File: src/rtl/sec_corrector_pipe_pkg.sv
// rtl/sec_corrector_pipe_pkg.sv - shared constants and position helpers for the SECDED corrector
// Contents: status encodings, is_pow2(), ham_pos() (codeword position of data bit i).
package sec_pkg;

    localparam logic [1:0] ST_CLEAN  = 2'd0;
    localparam logic [1:0] ST_CORR   = 2'd1;
    localparam logic [1:0] ST_UNCORR = 2'd2;

    function automatic logic is_pow2(input int x);
        return (x > 0) && ((x & (x - 1)) == 0);
    endfunction

    // Data bits fill the non-power-of-two positions from 3 upward. Only used
    // to build elaboration-time constants, so the scan loop costs no logic.
    function automatic int ham_pos(input int i);
        int n;
        int pos;
        n   = 0;
        pos = 0;
        for (int p = 3; p < 2 * i + 8; p++) begin
            if (pos == 0 && !is_pow2(p)) begin
                if (n == i) pos = p;
                n++;
            end
        end
        return pos;
    endfunction

endpackage

File: src/rtl/sec_corrector_pipe_if.sv
// rtl/sec_corrector_pipe_if.sv - codeword in / result out handshake bundle
// slave: corrector view (consumes in_*, produces out_*); master: source/sink view.
interface sec_corrector_pipe_if #(
    parameter int DATA_W = 32,
    parameter int HAM_W  = 6,
    parameter int KEY_W  = 2
);
    logic              in_valid;
    logic              in_ready;
    logic [DATA_W-1:0] in_data;
    logic [HAM_W:0]    in_chk;
    logic              in_corr_en;
    logic [KEY_W-1:0]  key;
    logic              out_valid;
    logic              out_ready;
    logic [DATA_W-1:0] out_data;
    logic [1:0]        out_status;
    logic [HAM_W-1:0]  out_syndrome;

    modport slave (
        input  in_valid, in_data, in_chk, in_corr_en, key, out_ready,
        output in_ready, out_valid, out_data, out_status, out_syndrome
    );

    modport master (
        output in_valid, in_data, in_chk, in_corr_en, key, out_ready,
        input  in_ready, out_valid, out_data, out_status, out_syndrome
    );
endinterface

File: src/rtl/sec_corrector_pipe_syndrome_calc.sv
// rtl/sec_corrector_pipe_syndrome_calc.sv - combinational Hamming syndrome and overall parity
// i_data/i_chk: received word and checks (i_chk[HAM_W] = overall parity);
// o_syn: recomputed checks XOR received checks; o_par: XOR of every received bit.
module sec_syndrome_calc
    import sec_pkg::*;
#(
    parameter int DATA_W = 32,
    parameter int HAM_W  = 6
) (
    input  logic [DATA_W-1:0] i_data,
    input  logic [HAM_W:0]    i_chk,
    output logic [HAM_W-1:0]  o_syn,
    output logic              o_par
);

    logic [HAM_W-1:0] w_pos [DATA_W];
    logic [HAM_W-1:0] w_calc_chk;

    for (genvar gi = 0; gi < DATA_W; gi++) begin : g_pos
        localparam int POS = ham_pos(gi);
        assign w_pos[gi] = HAM_W'(POS);
    end

    // Each set data bit toggles exactly the check bits named by its position.
    always_comb begin
        w_calc_chk = '0;
        for (int i = 0; i < DATA_W; i++) begin
            if (i_data[i]) w_calc_chk = w_calc_chk ^ w_pos[i];
        end
    end

    assign o_syn = w_calc_chk ^ i_chk[HAM_W-1:0];
    assign o_par = ^{i_data, i_chk};

endmodule

File: src/rtl/sec_corrector_pipe.sv
// rtl/sec_corrector_pipe.sv - two-stage key-locked SECDED checker/corrector with error counters
// clk/rst_n: clock, sync active-low reset; bus: in_* word stream and out_* result stream;
// cnt_clr: clear both counters; cnt_corr/cnt_uncorr: saturating CORRECTED/UNCORRECTABLE counts.
module sec_corrector_pipe
    import sec_pkg::*;
#(
    parameter int               DATA_W      = 32,
    parameter int               HAM_W       = 6,
    parameter int               KEY_W       = 2,
    parameter logic [KEY_W-1:0] CORRECT_KEY = KEY_W'(2'b10),
    parameter int               CNT_W       = 16
) (
    input  logic                  clk,
    input  logic                  rst_n,
    sec_corrector_pipe_if.slave   bus,
    input  logic                  cnt_clr,
    output logic [CNT_W-1:0]      cnt_corr,
    output logic [CNT_W-1:0]      cnt_uncorr
);

    localparam int LAST_POS = ham_pos(DATA_W - 1);

    logic [HAM_W-1:0]  w_syn;
    logic              w_par;
    logic [HAM_W-1:0]  w_syn_used;
    logic              w_s1_adv;
    logic              w_s2_adv;
    logic              w_out_hs;
    logic [DATA_W-1:0] w_hit;
    logic [DATA_W-1:0] w_dec_data;
    logic [1:0]        w_dec_status;

    logic              r_s1_valid;
    logic [DATA_W-1:0] r_s1_data;
    logic [HAM_W-1:0]  r_s1_syn;
    logic              r_s1_par;
    logic              r_s1_corr_en;

    logic              r_s2_valid;
    logic [DATA_W-1:0] r_s2_data;
    logic [1:0]        r_s2_status;
    logic [HAM_W-1:0]  r_s2_syn;

    logic [CNT_W-1:0]  r_cnt_corr;
    logic [CNT_W-1:0]  r_cnt_uncorr;

    sec_syndrome_calc #(
        .DATA_W (DATA_W),
        .HAM_W  (HAM_W)
    ) u_syndrome (
        .i_data (bus.in_data),
        .i_chk  (bus.in_chk),
        .o_syn  (w_syn),
        .o_par  (w_par)
    );

    // A wrong key shifts the syndrome, so the decoder silently mis-corrects.
    assign w_syn_used = w_syn ^ HAM_W'(bus.key ^ CORRECT_KEY);

    assign w_s2_adv     = !r_s2_valid || bus.out_ready;
    assign w_s1_adv     = !r_s1_valid || w_s2_adv;
    assign w_out_hs     = r_s2_valid && bus.out_ready;
    assign bus.in_ready = w_s1_adv;

    // One-hot selector of the data bit whose position equals the syndrome.
    for (genvar gk = 0; gk < DATA_W; gk++) begin : g_hit
        localparam int POS = ham_pos(gk);
        assign w_hit[gk] = (r_s1_syn == HAM_W'(POS));
    end

    always_comb begin
        w_dec_status = ST_CLEAN;
        w_dec_data   = r_s1_data;
        if (!r_s1_par) begin
            if (r_s1_syn != '0) w_dec_status = ST_UNCORR;
        end else if (r_s1_syn == '0 || is_pow2(int'(r_s1_syn))) begin
            // Parity or check-bit error: data is already right.
            w_dec_status = ST_CORR;
        end else if (int'(r_s1_syn) > LAST_POS) begin
            w_dec_status = ST_UNCORR;
        end else begin
            w_dec_status = ST_CORR;
            if (r_s1_corr_en) w_dec_data = r_s1_data ^ w_hit;
        end
    end

    always_ff @(posedge clk) begin
        if (!rst_n) begin
            r_s1_valid   <= 1'b0;
            r_s1_data    <= '0;
            r_s1_syn     <= '0;
            r_s1_par     <= 1'b0;
            r_s1_corr_en <= 1'b0;
            r_s2_valid   <= 1'b0;
            r_s2_data    <= '0;
            r_s2_status  <= ST_CLEAN;
            r_s2_syn     <= '0;
        end else begin
            if (w_s1_adv) begin
                r_s1_valid <= bus.in_valid;
                if (bus.in_valid) begin
                    r_s1_data    <= bus.in_data;
                    r_s1_syn     <= w_syn_used;
                    r_s1_par     <= w_par;
                    r_s1_corr_en <= bus.in_corr_en;
                end
            end
            if (w_s2_adv) begin
                r_s2_valid <= r_s1_valid;
                if (r_s1_valid) begin
                    r_s2_data   <= w_dec_data;
                    r_s2_status <= w_dec_status;
                    r_s2_syn    <= r_s1_syn;
                end
            end
        end
    end

    always_ff @(posedge clk) begin
        if (!rst_n || cnt_clr) begin
            r_cnt_corr   <= '0;
            r_cnt_uncorr <= '0;
        end else if (w_out_hs) begin
            if (r_s2_status == ST_CORR && r_cnt_corr != '1)
                r_cnt_corr <= r_cnt_corr + 1'b1;
            if (r_s2_status == ST_UNCORR && r_cnt_uncorr != '1)
                r_cnt_uncorr <= r_cnt_uncorr + 1'b1;
        end
    end

    assign bus.out_valid    = r_s2_valid;
    assign bus.out_data     = r_s2_data;
    assign bus.out_status   = r_s2_status;
    assign bus.out_syndrome = r_s2_syn;
    assign cnt_corr         = r_cnt_corr;
    assign cnt_uncorr       = r_cnt_uncorr;

endmodule

File: src/flat_wrapper.sv
// flat-port wrapper written by rule: the top's interface ports become plain ports
module sec_corrector_pipe_flat import sec_pkg::*;
#(
    parameter int               DATA_W      = 32,
    parameter int               HAM_W       = 6,
    parameter int               KEY_W       = 2,
    parameter logic [KEY_W-1:0] CORRECT_KEY = KEY_W'(2'b10),
    parameter int               CNT_W       = 16
)
  (clk, rst_n, cnt_clr, cnt_corr, cnt_uncorr, bus_in_valid, bus_in_data, bus_in_chk, bus_in_corr_en, bus_key, bus_out_ready, bus_in_ready, bus_out_valid, bus_out_data, bus_out_status, bus_out_syndrome);
  sec_corrector_pipe_if #(.DATA_W(DATA_W), .HAM_W(HAM_W), .KEY_W(KEY_W)) bus_i ();
  input  logic clk;
  input  logic rst_n;
  input  logic cnt_clr;
  output logic [CNT_W-1:0] cnt_corr;
  output logic [CNT_W-1:0] cnt_uncorr;
  input wire logic [$bits(bus_i.in_valid)-1:0] bus_in_valid;
  input wire logic [$bits(bus_i.in_data)-1:0] bus_in_data;
  input wire logic [$bits(bus_i.in_chk)-1:0] bus_in_chk;
  input wire logic [$bits(bus_i.in_corr_en)-1:0] bus_in_corr_en;
  input wire logic [$bits(bus_i.key)-1:0] bus_key;
  input wire logic [$bits(bus_i.out_ready)-1:0] bus_out_ready;
  output wire logic [$bits(bus_i.in_ready)-1:0] bus_in_ready;
  output wire logic [$bits(bus_i.out_valid)-1:0] bus_out_valid;
  output wire logic [$bits(bus_i.out_data)-1:0] bus_out_data;
  output wire logic [$bits(bus_i.out_status)-1:0] bus_out_status;
  output wire logic [$bits(bus_i.out_syndrome)-1:0] bus_out_syndrome;
  assign bus_i.in_valid = bus_in_valid;
  assign bus_i.in_data = bus_in_data;
  assign bus_i.in_chk = bus_in_chk;
  assign bus_i.in_corr_en = bus_in_corr_en;
  assign bus_i.key = bus_key;
  assign bus_i.out_ready = bus_out_ready;
  assign bus_in_ready = bus_i.in_ready;
  assign bus_out_valid = bus_i.out_valid;
  assign bus_out_data = bus_i.out_data;
  assign bus_out_status = bus_i.out_status;
  assign bus_out_syndrome = bus_i.out_syndrome;
  sec_corrector_pipe #(.DATA_W(DATA_W), .HAM_W(HAM_W), .KEY_W(KEY_W), .CORRECT_KEY(CORRECT_KEY), .CNT_W(CNT_W)) u_core (.clk(clk), .rst_n(rst_n), .bus(bus_i), .cnt_clr(cnt_clr), .cnt_corr(cnt_corr), .cnt_uncorr(cnt_uncorr));
endmodule
File: config.mk
export PLATFORM = sky130hd
export DESIGN_NAME = sec_corrector_pipe_flat
export DESIGN_NICKNAME = d
export VERILOG_FILES = /design/src/rtl/sec_corrector_pipe_pkg.sv /design/src/rtl/sec_corrector_pipe_if.sv /design/src/rtl/sec_corrector_pipe_syndrome_calc.sv /design/src/rtl/sec_corrector_pipe.sv /design/src/flat_wrapper.sv
export SDC_FILE = /design/constraint.sdc
export NUM_CORES = 1
export LEC_CHECK = 0
export ABC_CLOCK_PERIOD_IN_PS = 2700
export CAP_MARGIN = 10
export CORE_ASPECT_RATIO = 1.1
export CORE_MARGIN = 4
export CORE_UTILIZATION = 50
export CTS_CLUSTER_DIAMETER = 40
export CTS_CLUSTER_SIZE = 25
export DETAILED_ROUTE_END_ITERATION = 16
export HOLD_SLACK_MARGIN = 0.1
export PLACE_DENSITY = 0.8
export SYNTH_ARGS = -nofsm -noshare
export SYNTH_HDL_FRONTEND = slang
export SYNTH_SLANG_ARGS = --single-unit
File: constraint.sdc
create_clock -name clk -period 2.7 [get_ports clk]
set_input_delay 0.54 -clock clk [delete_from_list [all_inputs] [get_ports clk]]
set_output_delay 0.54 -clock clk [all_outputs]
set_load 0.02 [all_outputs]
=== After elaboration in Yosys (flattened, before gate mapping) ===
Index checks and enable logic that the tools add are counted.

* Bitwise gates (word level): 36
* Eq/ne operators: 36
* Add/subtract/negate cells: 3
* Magnitude comparators: 2
* Reduce and logical (&&, ||, !) cells: 19
* Multiplexer cells: 40

{| class="wikitable"
|+ Operators with widths
! cell !! count
|-
| 2-to-1 mux 32 bit || 4
|-
| == test 6 x 5 -> 1 bit (second input constant) || 15
|-
| 2-to-1 mux 5 bit || 15
|-
| == test 6 x 4 -> 1 bit (second input constant) || 7
|-
| NOT 3 bit || 13
|-
| XOR reduction 39 bit || 1
|-
| == test 6 bit (second input constant) || 6
|-
| 2-to-1 mux 6 bit || 6
|-
| adder 16 x 1 -> 16 bit (second input constant) || 2
|-
| AND 7 x 32 -> 32 bit || 1
|-
| zero test 32 bit || 1
|-
| inequality test 16 bit (second input constant) || 2
|-
| bitwise XOR 32 bit || 1
|-
| 2-to-1 mux 4 bit || 7
|-
| NOT 2 bit || 12
|-
| NOT 4 bit || 5
|-
| == test 6 x 3 -> 1 bit (second input constant) || 3
|-
| 2-to-1 mux 2 bit || 5
|-
| 2-to-1 mux 3 bit || 3
|-
| AND reduction 2 bit || 4
|-
| subtractor 6 x 1 -> 7 bit (second input constant) || 1
|-
| == test 6 x 2 -> 1 bit (second input constant) || 1
|-
| > comparator 6 x 1 -> 1 bit (second input constant) || 1
|-
| > comparator 6 bit (second input constant) || 1
|-
| other kinds (11) || 19
|}

* Word-level logic and storage cells: 147
* Input bits: 47
* Output and inout port bits: 74
* Bits in registers: 114

=== Depth between registers and ports, before layout ===
* Depth in word-level cells: 65
* Depth in mapped cells: 7
* Depth with buffers taken out: 7

=== Modules after synthesis ===
From an unflattened synthesis, not the netlist that was laid out.

* Cell total of the unflattened synthesis: 688
* Area, all modules: 5923.2 µm²

{| class="wikitable"
|+ Modules (own cells, without submodules)
! module !! times used !! area each (µm²) !! sequential area each (µm²) !! cells an instance
|-
| sec_corrector_pipe || 1 || 5198.7 || 2282.2 || 626
|-
| sec_syndrome_calc || 1 || 724.4 || 0.0 || 62
|}

=== Worst setup path after synthesis ===
OpenSTA, ideal clock, no wires.

* Path kind: input-to-reg
* Start: input bus_in_data[26]
* End: register u_core.r_s1_par
* Library setup time: 0.127 ns
* Slack: 0.540 ns
* Required time: 2.573 ns
* Data arrival time: 2.033 ns
* Stages: 6
* Buffers on the path: 0
* Cells stage by stage: xor2_1 > xnor3_1 > xnor3_2 > xnor3_1 > nand2_1 > a21oi_2

* Word-level cells in the longest chain between the ends: 1

{| class="wikitable"
|+ RTL lines
! item !! RTL line !! text
|-
| start, declared || flat_wrapper.sv:18 || <nowiki>input wire logic [$bits(bus_i.in_data)-1:0] bus_in_data;</nowiki>
|-
| XOR reduction 39 bit || sec_corrector_pipe_syndrome_calc.sv:33 || <nowiki>assign o_par = ^{i_data, i_chk};</nowiki>
|-
| end signal, assigned || sec_corrector_pipe.sv:104 || <nowiki>r_s1_par <= w_par;</nowiki>
|-
| end, declared || sec_corrector_pipe.sv:36 || <nowiki>logic r_s1_par;</nowiki>
|}

No other way between the ends.
A chain may end at the register's enable or synchronous reset.

=== Worst setup path after layout ===
* Start: input bus_out_ready
* End: output bus_in_ready

* Word-level cells in the longest chain between the ends: 2

{| class="wikitable"
|+ RTL lines
! item !! RTL line !! text
|-
| start, declared || flat_wrapper.sv:22 || <nowiki>input wire logic [$bits(bus_i.out_ready)-1:0] bus_out_ready;</nowiki>
|-
| logical OR 1 bit || sec_corrector_pipe.sv:60 || <nowiki>assign w_s2_adv = !r_s2_valid || bus.out_ready;</nowiki>
|-
| logical OR 1 bit || sec_corrector_pipe.sv:61 || <nowiki>assign w_s1_adv = !r_s1_valid || w_s2_adv;</nowiki>
|-
| end, declared || flat_wrapper.sv:23 || <nowiki>output wire logic [$bits(bus_i.in_ready)-1:0] bus_in_ready;</nowiki>
|}

No other way between the ends.

==> impl_summary.log <==
INFO  metric status = complete, no violations
INFO  metric synth-async-reset-ratio = 0%
INFO  metric vias_in_the_first_global_route = 4,922
INFO  metric grt_antenna_before_repair = 0
INFO  metric number_of_flops_mapped_to_enable_cells_by_yosys = 0
INFO  metric finalNetCount = 827
INFO  metric place_inst = 906
INFO  metric tritoncts = done
INFO  metric worst-endpoint-required = 2160 ps
INFO  metric max_slew_vio_count = 0
INFO  metric synth.net_count = 707
INFO  metric slew-limit-headroom = 51.2%
INFO  metric drt_wl_total = 15.0 mm
INFO  metric timing.rr.end = u_core.bus.out_data[24]
INFO  metric clk_transition_reported_paths = 50 ps
INFO  metric register_area = 2280 um^2
INFO  metric area.growth.synth_to_final = 35.6%
INFO  metric min-delay-path-class = reg2reg
INFO  metric total_power = 5.37 mW
INFO  metric worst_r2r_startpoint = u_core.r_s1_syn[4]
INFO  metric fp.dieH = 119 um
INFO  metric grtUsageTotal = 23.5%
INFO  metric wl_met1 = 6.33 mm
INFO  metric timing.hold.worst_path_depth = 2
INFO  metric worst_skew_pair.late_latency = 410 ps
INFO  metric timing.critical_path.from_type = input pin
INFO  metric met2_length = 7.35 mm
INFO  metric die_area = 13,000 um^2
INFO  metric detailroute.via_count = 5,185
INFO  metric aggregate_global_routing_overflow = 0
INFO  metric skew = 7.99 ps
INFO  metric synth.yosys.seq_area_share = 40.5%
INFO  metric maximum_number_of_pins_on_one_net_before_global_route_repair = 82
INFO  metric htree_num_levels = 4
INFO  metric synth.ff_latch_count = 114
INFO  metric worst-r2r-cell-count = 4
INFO  metric power.density = 702 nW/um^2
INFO  metric post_route_clock_period_utilization = 89.0%
INFO  metric power.leakage = 2.76 nW
INFO  metric route.antenna.remaining_nets = 0
INFO  metric tightestPinTransition = 732 ps
INFO  metric grt_first_pass_wirelength = 24.2 mm
INFO  metric synthesis.instances = 658
INFO  metric timing.final.crit_period = 2400 ps
INFO  metric post_cts_resized = 0
INFO  metric setup_viol = 0
INFO  metric fillers = 813
INFO  metric timing.max_cap.violations = 0
INFO  metric met3_length = 1.08 mm
INFO  metric cts.sinks = 114
INFO  metric finish.cell_count_without_fillers = 937
INFO  metric route.detailed.vias_per_inst = 5.53
INFO  metric multiInputGateArea = 3180 um^2
INFO  metric timing.reg2reg.setup_slack = 600 ps
INFO  metric highest_metal_used = met4
INFO  metric hold_viol_final = 0
INFO  metric place_congestion = 0.896
INFO  metric drt_iter0_markers = 494
INFO  metric distinct_cells_synth = 50
INFO  metric critical_path_class = in2out
INFO  metric synth_top_area_cell = sky130_fd_sc_hd__dfxtp_1
INFO  metric yosys_warnings = 0
INFO  metric synthTopCellsByArea = sky130_fd_sc_hd__dfxtp_1 40%, sky130_fd_sc_hd__xnor2_1 11%, sky130_fd_sc_hd__nand2_1 7.0%, sky130_fd_sc_hd__nor2_1 5.8%, sky130_fd_sc_hd__xor2_1 5.1%
INFO  metric cts-root-buf = sky130_fd_sc_hd__clkbuf_16
INFO  metric critPathLaunch = bus_out_ready
INFO  metric start_util = 51.4%
INFO  metric cts_hold_buf = 0
INFO  metric ant_diodes = 0
INFO  metric fmaxAchievable = 0.416 GHz
INFO  metric tritoncts.num_buffers = 17
INFO  metric post_drt_wl_per_cell = 16.0 um
INFO  metric hpwl = 10.9 mm
INFO  metric rsz0062_at_grt = no
INFO  metric synth_top_area_share = 40.5%
INFO  metric cts_setup_buffers = 0
INFO  metric post_synthesis_area_per_instance = 8.57 um^2
INFO  metric placeableCoreArea = 11,000 um^2
INFO  metric crit_path_max_fanout = 4
INFO  metric whs_endpoint = u_core.bus.out_syndrome[5]
INFO  metric ir_drop = 347 uV
INFO  metric drcViolationCount = 0
INFO  metric netlist_area = 5640 um^2
INFO  metric max-clock-path-buffers = 2
INFO  metric io_pins = 121
INFO  metric die_width = 109 um
INFO  metric min-delay-start = u_core.bus.out_syndrome[5]
INFO  metric post_route_cells_drive_above_1_share = 7.59%
INFO  metric arrival = 1860 ps
INFO  metric worstSetupEndpointType = primary output
INFO  metric first_pass_iters = 5
INFO  metric rows = 40
INFO  metric port_buffers = 120
INFO  metric synthFlopType = sky130_fd_sc_hd__dfxtp_1
[layout by cell type, fill, tap and decap left out, types with 2 or more instances in the layout]
cell and count:
sky130_fd_sc_hd__clkdlybuf4s50_1 120, sky130_fd_sc_hd__dfxtp_1 114, sky130_fd_sc_hd__nand2_1 105, sky130_fd_sc_hd__nor2_1 87, sky130_fd_sc_hd__xnor2_1 68, sky130_fd_sc_hd__a21oi_1 46, sky130_fd_sc_hd__xor2_1 33, sky130_fd_sc_hd__a211oi_1 25
sky130_fd_sc_hd__nand3_1 20, sky130_fd_sc_hd__clkbuf_16 17, sky130_fd_sc_hd__buf_4 15, sky130_fd_sc_hd__or3_1 12, sky130_fd_sc_hd__o21ai_0 12, sky130_fd_sc_hd__nor3_1 10, sky130_fd_sc_hd__a311oi_1 10, sky130_fd_sc_hd__and3_1 9
sky130_fd_sc_hd__xnor3_1 8, sky130_fd_sc_hd__nand4_1 7, sky130_fd_sc_hd__nor2b_1 6, sky130_fd_sc_hd__clkinv_2 6, sky130_fd_sc_hd__nand2b_1 5, sky130_fd_sc_hd__and4_1 5, sky130_fd_sc_hd__bufinv_16 5, sky130_fd_sc_hd__xnor3_2 3
sky130_fd_sc_hd__inv_1 3, sky130_fd_sc_hd__a31oi_1 3, sky130_fd_sc_hd__nand4b_1 2, sky130_fd_sc_hd__nor4_1 2, sky130_fd_sc_hd__and2_1 2, sky130_fd_sc_hd__xnor2_2 2, sky130_fd_sc_hd__o21a_1 2, sky130_fd_sc_hd__and4b_1 2
sky130_fd_sc_hd__ha_1 2, sky130_fd_sc_hd__buf_12 2
[worst max-delay path by stage]
stage               depth (start not counted)  slack [ps]         endpoint
floorplan                                   6         540  u_core.r_s1_par
global placement                            7         -20  u_core.r_s1_par
detailed placement                          7         -30  u_core.r_s1_par
CTS                                         4         290     bus_in_ready
global route                                4         220     bus_in_ready
finish                                      4         300     bus_in_ready
[power by group]
part	total [mW]	internal, mW	switching [mW]
logic	1.05	0.555	0.494
clock network	2.40	1.64	0.755
registers	1.92	1.78	0.141
[routing by layer]
layer,up-vias,GRT usage [%]
li1,2489,-
met1,2418,30.1
met2,245,38.7
met3,33,6.18
met4,0,6.86
met5,-,0
[synthesized netlist by cell type (5+ instances only)]
library cell               number
sky130_fd_sc_hd__clkbuf_1      31
sky130_fd_sc_hd__xnor2_1       68
sky130_fd_sc_hd__dfxtp_1      114
sky130_fd_sc_hd__nor2b_1        7
sky130_fd_sc_hd__a311oi_1      10
sky130_fd_sc_hd__nand2b_1       5
sky130_fd_sc_hd__o21ai_0       12
sky130_fd_sc_hd__and4_1         5
sky130_fd_sc_hd__nor3_1        10
sky130_fd_sc_hd__nand2_1      105
sky130_fd_sc_hd__xnor3_1        8
sky130_fd_sc_hd__and3_1         9
sky130_fd_sc_hd__xor2_1        33
sky130_fd_sc_hd__nand3_1       20
sky130_fd_sc_hd__a21oi_1       46
sky130_fd_sc_hd__or3_1         12
sky130_fd_sc_hd__nand4_1        7
sky130_fd_sc_hd__nor2_1        87
sky130_fd_sc_hd__a211oi_1      25
[critical path: stages]
cell and delay, ps:
sky130_fd_sc_hd__clkdlybuf4s50_1 510, sky130_fd_sc_hd__nor2b_1 80, sky130_fd_sc_hd__nand2_1 120, sky130_fd_sc_hd__clkdlybuf4s50_1 620
[kinds of logic (layout without fill, tap and decap cells)]
group                    Yosys count  after routing  share of synthesized area [%]
XOR/XNOR                         115            115                           21.2
AO/OA/AOI/OAI                    109            109                           12.4
adder cells (fa/ha/maj)            2              2                          0.444
flip-flops                       114            114                           40.5
multiplexers                       1              1                          0.178
AND/OR/NAND/NOR                  277            277                           22.1
buffers and inverters             40            172                           3.24
[flip-flops by register name, indices dropped and copies added (netlist names)]
signal	count
u_core.r_s1_data	32
u_core.bus.out_status	2
u_core.bus.out_syndrome	6
u_core.bus.out_data	32
u_core.r_s1_valid	1
u_core.cnt_uncorr	16
u_core.r_s1_par	1
u_core.r_s1_corr_en	1
u_core.r_s1_syn	6
u_core.bus.out_valid	1
u_core.cnt_corr	16
[cell type report]
class                           count  share of cell area, %
Inverter                            4                  0.196
Timing Repair Buffer              137                   17.7
Tap cell                          147                   2.41
Multi-Input combinational cell    504                   41.6
Sequential cell                   114                   29.8
Clock buffer                       19                   5.79
Clock inverter                     12                   2.45
[metrics by stage]
| stage | hold WS, ps | worst slack [ps] | instance area (um^2) | setup TNS (ps) | utilization (%) |
|---|---|---|---|---|---|
| after global routing | 485 | 222 | 7650 | 0 | 69.8 |
| final | 457 | 297 | 7650 | 0 | 69.8 |
| after global placement | 450 | -18.7 | 7020 | -18.7 | 64.0 |
| after detailed placement | 453 | -25.9 | 7020 | -25.9 | 64.0 |
| after floorplan | 441 | 540 | 5640 | 0 | - |
| after CTS | 460 | 290 | 7650 | 0 | 69.8 |
Note: power is estimated with default switching activity, not from simulation.
